File: src/rtl/seq_addsub_ctrl_pkg.sv
// Shared types and default widths for the chunked add/subtract sequencer.
package seq_addsub_ctrl_pkg;

  localparam int DEF_DATA_W  = 64;
  localparam int DEF_CHUNK_W = 8;

  typedef enum logic [1:0] {
    ST_IDLE = 2'd0,
    ST_RUN  = 2'd1,
    ST_NEG  = 2'd2,
    ST_DONE = 2'd3
  } state_e;

endpackage

File: src/rtl/seq_addsub_ctrl_chunk_rca.sv
// CHUNK_W-bit combinational ripple-carry slice; also exposes the carry into its top bit
// so the caller can form signed overflow.
module seq_addsub_ctrl_chunk_rca #(
  parameter int CHUNK_W = 8
) (
  input  logic [CHUNK_W-1:0] a,
  input  logic [CHUNK_W-1:0] b,
  input  logic               cin,
  output logic [CHUNK_W-1:0] s,
  output logic               cout,
  output logic               c_msb_in
);

  logic [CHUNK_W:0] c;

  always_comb begin
    // NOTE: every variable gets a default first so no path through the block infers a latch.
    s    = '0;
    c    = '0;
    c[0] = cin;
    for (int i = 0; i < CHUNK_W; i++) begin
      s[i]   = a[i] ^ b[i] ^ c[i];
      c[i+1] = (a[i] & b[i]) | (c[i] & (a[i] ^ b[i]));
    end
  end

  assign cout     = c[CHUNK_W];
  assign c_msb_in = c[CHUNK_W-1];

endmodule

File: src/rtl/seq_addsub_ctrl.sv
// Multi-cycle add/subtract sequencer sweeping one shared ripple-carry slice LSB->MSB.
// Define ABS_DIFF_EN to turn a borrowing subtract into |A-B| via a second negate pass.
module seq_addsub_ctrl
  import seq_addsub_ctrl_pkg::*;
#(
  parameter int DATA_W  = DEF_DATA_W,
  parameter int CHUNK_W = DEF_CHUNK_W
) (
  input  logic              clk,
  input  logic              rst_n,
  input  logic              in_valid,
  output logic              in_ready,
  input  logic [DATA_W-1:0] in1,
  input  logic [DATA_W-1:0] in2,
  input  logic              op_sub,
  output logic              out_valid,
  input  logic              out_ready,
  output logic [DATA_W-1:0] sum,
  output logic              c_out,
  output logic              ovf
);

  localparam int NCHUNK = DATA_W / CHUNK_W;
  localparam int IDX_W  = (NCHUNK > 1) ? $clog2(NCHUNK) : 1;
  localparam logic [IDX_W-1:0] LAST_IDX = IDX_W'(NCHUNK - 1);

  if (DATA_W % CHUNK_W != 0) begin : g_bad_width
    $error("seq_addsub_ctrl: DATA_W must be a multiple of CHUNK_W");
  end

  state_e            state;
  logic [DATA_W-1:0] op_a;
  logic [DATA_W-1:0] op_b;
  logic              carry;
  logic [IDX_W-1:0]  idx;
`ifdef ABS_DIFF_EN
  logic              op_sub_q;
`endif

  logic [CHUNK_W-1:0] slice_a;
  logic [CHUNK_W-1:0] slice_b;
  logic [CHUNK_W-1:0] slice_s;
  logic               slice_cout;
  logic               slice_c_msb;
  logic [DATA_W-1:0]  sum_next;

  always_comb begin
    slice_a = op_a[int'(idx)*CHUNK_W +: CHUNK_W];
    slice_b = op_b[int'(idx)*CHUNK_W +: CHUNK_W];
    sum_next = sum;
    sum_next[int'(idx)*CHUNK_W +: CHUNK_W] = slice_s;
  end

  seq_addsub_ctrl_chunk_rca #(
    .CHUNK_W (CHUNK_W)
  ) u_chunk_rca (
    .a        (slice_a),
    .b        (slice_b),
    .cin      (carry),
    .s        (slice_s),
    .cout     (slice_cout),
    .c_msb_in (slice_c_msb)
  );

  // NOTE: all state here uses non-blocking assignments so every register samples pre-edge values.
  always_ff @(posedge clk or negedge rst_n) begin
    if (!rst_n) begin
      state     <= ST_IDLE;
      in_ready  <= 1'b0;
      out_valid <= 1'b0;
      sum       <= '0;
      c_out     <= 1'b0;
      ovf       <= 1'b0;
      op_a      <= '0;
      op_b      <= '0;
      carry     <= 1'b0;
      idx       <= '0;
`ifdef ABS_DIFF_EN
      op_sub_q  <= 1'b0;
`endif
    end else begin
      case (state)
        ST_IDLE: begin
          if (in_valid && in_ready) begin
            op_a     <= in1;
            op_b     <= op_sub ? ~in2 : in2;
            carry    <= op_sub;
            idx      <= '0;
            in_ready <= 1'b0;
            state    <= ST_RUN;
`ifdef ABS_DIFF_EN
            op_sub_q <= op_sub;
`endif
          end else begin
            in_ready <= 1'b1;
          end
        end

        ST_RUN: begin
          sum   <= sum_next;
          carry <= slice_cout;
          if (idx == LAST_IDX) begin
            idx <= '0;
`ifdef ABS_DIFF_EN
            // A borrow means the raw result is negative: negate it as ~sum + 1.
            if (op_sub_q && !slice_cout) begin
              op_a  <= ~sum_next;
              op_b  <= '0;
              carry <= 1'b1;
              state <= ST_NEG;
            end else begin
              c_out <= slice_cout;
              ovf   <= slice_c_msb ^ slice_cout;
              state <= ST_DONE;
            end
`else
            c_out <= slice_cout;
            ovf   <= slice_c_msb ^ slice_cout;
            state <= ST_DONE;
`endif
          end else begin
            idx <= idx + 1'b1;
          end
        end

`ifdef ABS_DIFF_EN
        ST_NEG: begin
          sum   <= sum_next;
          carry <= slice_cout;
          if (idx == LAST_IDX) begin
            idx   <= '0;
            c_out <= 1'b0;
            ovf   <= 1'b0;
            state <= ST_DONE;
          end else begin
            idx <= idx + 1'b1;
          end
        end
`endif

        ST_DONE: begin
          if (out_valid && out_ready) begin
            out_valid <= 1'b0;
            in_ready  <= 1'b1;
            state     <= ST_IDLE;
          end else begin
            out_valid <= 1'b1;
          end
        end

        default: state <= ST_IDLE;
      endcase
    end
  end

endmodule

File: config.mk
export PLATFORM = sky130hd
export DESIGN_NAME = seq_addsub_ctrl
export DESIGN_NICKNAME = d
export VERILOG_FILES = /design/src/rtl/seq_addsub_ctrl_pkg.sv /design/src/rtl/seq_addsub_ctrl_chunk_rca.sv /design/src/rtl/seq_addsub_ctrl.sv
export SDC_FILE = /design/constraint.sdc
export NUM_CORES = 1
export LEC_CHECK = 0
export ABC_CLOCK_PERIOD_IN_PS = 5000
export CAP_MARGIN = 30
export CORE_AREA = 2 2 125 176
export CTS_BUF_LIST = sky130_fd_sc_hd__clkbuf_16
export DETAILED_ROUTE_END_ITERATION = 6
export DIE_AREA = 0 0 127 178
export PLACE_DENSITY = 0.76
export SYNTH_ARGS = -nofsm -noshare
export SYNTH_HDL_FRONTEND = slang
export SYNTH_SLANG_ARGS = --single-unit
File: constraint.sdc
create_clock -name clk -period 5 [get_ports clk]
set_input_delay 1 -clock clk [delete_from_list [all_inputs] [get_ports clk]]
set_output_delay 1 -clock clk [all_outputs]
set_load 0.01 [all_outputs]
==> results of run 1 <==
[sequential cells by signal (all words and copies together), names as in the netlist]
name / cells
idx: 3
out_valid: 1
carry: 1
c_out: 1
sum: 64
state: 2
in_ready: 1
ovf: 1
op_a: 64
op_b: 64
[through the flow]
step                      instance area [um^2]  power [mW]  setup WS [ps]
after global placement                   11900        7.22            256
after detailed placement                 11900        7.36            155
after floorplan                           9730        5.70            247
final                                    12500        8.66            211
after global routing                     12500        9.29           25.1
after CTS                                12500        8.75            129
[kinds of logic after synthesis]
kind of cell / synth area share (%)
DFF: 51.9
muxes: 24.6
and+or+nand+nor: 7.24
AOI/OAI and AO/OA: 3.95
buffers and inverters: 3.92
xor gates and xnor gates: 5.85
adders and majority gates: 2.54
[what timing repair did]
| item | 4_1_cts | 5_1_grt |
|---|---|---|
| setup buffers | 0 | 2 |
| setup endpoints to repair | 0 | 6 |
| gates resized for setup | 0 | 1 |
[layer usage]
layer / GRT usage [%] / vias up
met4: 6.32 / 0
met3: 2.34 / 30
met1: 25.2 / 3167
met5: 0 / -
met2: 37.6 / 166
li1: - / 2953
[cell usage in the layout, fill, tap and decap left out, drive strengths merged]
cell / instances
or3: 2
nand4b: 4
nand3: 1
clkinv: 8
diode: 2
a21oi: 65
buf: 15
mux4: 32
and2: 1
dfrtp: 202
mux2: 122
o32ai: 1
clkbuf: 22
nand2: 20
inv: 24
xnor2: 65
clkdlybuf4s50: 198
o31ai: 2
nand4bb: 1
a21o: 2
o211a: 1
nand2b: 1
fa: 8
and4bb: 1
or2: 1
ha: 7
nand4: 1
nor3: 5
nor2b: 1
clkinvlp: 1
a221o: 1
nand3b: 1
or3b: 2
nor2: 98
nor4b: 1
mux2i: 20
[report_power, final]
group | leakage (nW) | total [mW] | switching, mW | internal (mW)
Sequential | 2.45 | 2.82 | 0.435 | 2.39
Clock | 0.303 | 1.36 | 0.603 | 0.754
Combinational | 2.61 | 4.49 | 2.33 | 2.16
Total | 5.37 | 8.66 | 3.36 | 5.30
[final timing paths]
check                           startpoint  endpoint
max in group asynchronous            rst_n  op_b[17]
worst max register to register      idx[0]   sum[63]
worst min-delay path                 rst_n  op_a[22]
worst min register to register    op_a[24]  op_a[24]
min in group clk                  op_a[24]  op_a[24]
worst max-delay path                idx[0]   sum[63]
[area by class of cell]
cell class | instances | area share [%]
Clock buffer | 21 | 4.20
Sequential cell | 202 | 40.4
Clock inverter | 15 | 0.480
Antenna cell | 2 | 0.0400
Tap cell | 260 | 2.60
Multi-Input combinational cell | 467 | 34.4
Timing Repair Buffer | 214 | 17.4
Inverter | 18 | 0.540
[critical path, delay by kind of cell, from the launching register on]
family                   cells  cell delay (ps)
buffers and inverters        4              330
multiplexers                 3              770
AND/OR/NAND/NOR              1               60
flip-flops                   1              480
adder cells (fa/ha/maj)      8             3050
==> qor.log, run 1 <==
[outcome] outcome complete, no violations
[timing] Final Slew Violations 0
[timing] setup repair after global routing missed its margin no
[routing] WL final 22600 um
[synth] largest cells by area after synthesis dfrtp_1 (52%), mux2_2 (14%), mux4_1 (7.0%)
[cells_and_area] number of cells in the finished layout apart from fillers 1199
[timing] clock tree skew after final layout 7.37 ps
[routing] count of vias placed by the detailed router 6316
[cells_and_area] fraction of layout cells with a size suffix above 1 19.2%
[routing] number of iterations in the first detailed-routing pass 4
[synth] number of warnings printed during yosys synthesis 0
[placed_design] weighted congestion at the end of routability-driven global placement 0.803
[clocking] Bufs on Longest Clock Path 3
[placed_design] count of buffers from port buffering 200
[flow_run] maximum capacitance violations 0
[synth] Syn Nets 884
[synth] part of the Yosys area used for sequential elements 51.9%
[clocking] Post-CTS Hold Buffers 0
[clocking] TritonCTS clock tree done
[critical_path] Setup crit end kind flop
[clocking] number of buffers created by CTS 20
[grt] all-layer global routing usage 20.4%
[routing] Routed met1 length 9000 um
[cells_and_area] Finished Core Util 59.7%
[die] number of I/O pins 201
[cells_and_area] fillers 1689
[timing] final worst path period need 4790 ps
[clocking] Num Clock Sinks 202
[routing] average via count per standard cell 5.27
[die] number of rows created at floorplan 63
[synth] most frequent cell after synthesis dfrtp_1
[power_and_ir_drop] VDD IR-drop max 0.000428 V
[critical_path] Worst EP required 5380 ps
[clocking] clock slew seen by the registers of the worst setup and hold paths 60 ps
[timing] final setup TNS 0 ps
[die] Starting Density 46.4%
[critical_path] type of the worst setup path reg2reg
[routing] highest metal used met4
[critical_path] Crit-path slowest cell dfrtp_2
[cells_and_area] area growth from synthesis to layout 28.6%
[timing] Hold Violations, Final 0
[clocking] insertion delay of the later-clocked pin in the worst-skew pair 490 ps
[routing] DR DRC count 0
[routing] wire length on met3 794 um
[synth] synthesized area per cell 13.2 um^2
[cells_and_area] Net count, final 1071
[grt] wire length of the first global-routing pass 35900 um
[synth] number of distinct library cell variants in the gate-level netlist after synthesis 42
[min_path] class of the most critical hold timing path in2async
[timing] maximum clock frequency 209 MHz
[critical_path] Worst path max stage delay 480 ps
[timing] slew margin rel. 44.2%
[critical_path] Arrival @ worst endpoint 5160 ps
[die] die span in x 127 um
[critical_path] Worst R2R Setup Slack 210 ps
[timing] Slew @ Worst Pin 836 ps
[critical_path] type of origin of the critical path flop
[synth] commonest cells in the netlist dfrtp_1 (202), mux2_2 (120), nor2_1 (98), a21oi_1 (65), xnor2_1 (65)
[die] die outline area 22600 um^2
[synth] number of storage elements in the synthesis netlist 202
[timing] Final setup violation count 0
[synth] EDFF count, synth 0
[die] Core ar. 21000 um^2
[synth] area share of the largest cell type after synthesis 51.9%
[routing] number of nets with antenna violations after detailed routing 0
[routing] Wirelength per Cell 18.9 um
[grt] via count of the first global-routing pass 6544
[clocking] CTS Root Cell clkbuf_16
[synth] Post-synth ARST share 100%
[grt] initial antenna violation count 2
[die] Die Y 178 um
[routing] iteration-0 DRC count of the detailed router 356
[placed_design] number of placed instances, taps included 1158
[clocking] CTS H-Tree Depth 1
[critical_path] cell with the most instances on the worst path fa_1
[cells_and_area] area of combinational cells with multiple inputs 4300 um^2
[timing] fraction of the cycle the final worst path needs 95.8%
[grt] total grt overflow 0
[routing] Routed met2 length 12300 um
[synth] biggest area consumer among synthesized cells dfrtp_1
[critical_path] largest fanout of any net on the critical path 8
[critical_path] sequence of cells on the critical path mux4_1 -> mux2i_1 -> fa_1 -> fa_1 -> fa_1 -> fa_1 -> fa_1 -> inv_1 -> fa_1 -> inv_1 -> fa_1 -> inv_1 -> fa_1 -> inv_2 -> nor2_1 -> mux2_2
[power_and_ir_drop] Pleak 5.37 nW
[power_and_ir_drop] P per Cell Area 692 nW/um^2
[synth] total standard cell area after synthesis 9730 um^2
[grt] maximum number of pins on one net before global-route repair 132
[synth] synthesized netlist cell count 736
[synth] leading register cell type out of synthesis dfrtp_1
[critical_path] path depth of the worst reg2reg path 16
[placed_design] detailed placer's ending HPWL 16600 um
[timing] post-route worst hold slack 349 ps
[cells_and_area] Seq. cell area 5060 um^2
Power figures use the tool's default switching activity.
==> run 2: changes to the inputs <==
--- a/config.mk
+++ b/config.mk
@@ -5,7 +5,6 @@
 export SDC_FILE = /design/constraint.sdc
 export NUM_CORES = 1
 export LEC_CHECK = 0
-export ABC_CLOCK_PERIOD_IN_PS = 5000
 export CAP_MARGIN = 30
 export CORE_AREA = 2 2 125 176
 export CTS_BUF_LIST = sky130_fd_sc_hd__clkbuf_16
==> results of run 2 <==
No change in the layout: final DEF, timing and power equal those of run 1.
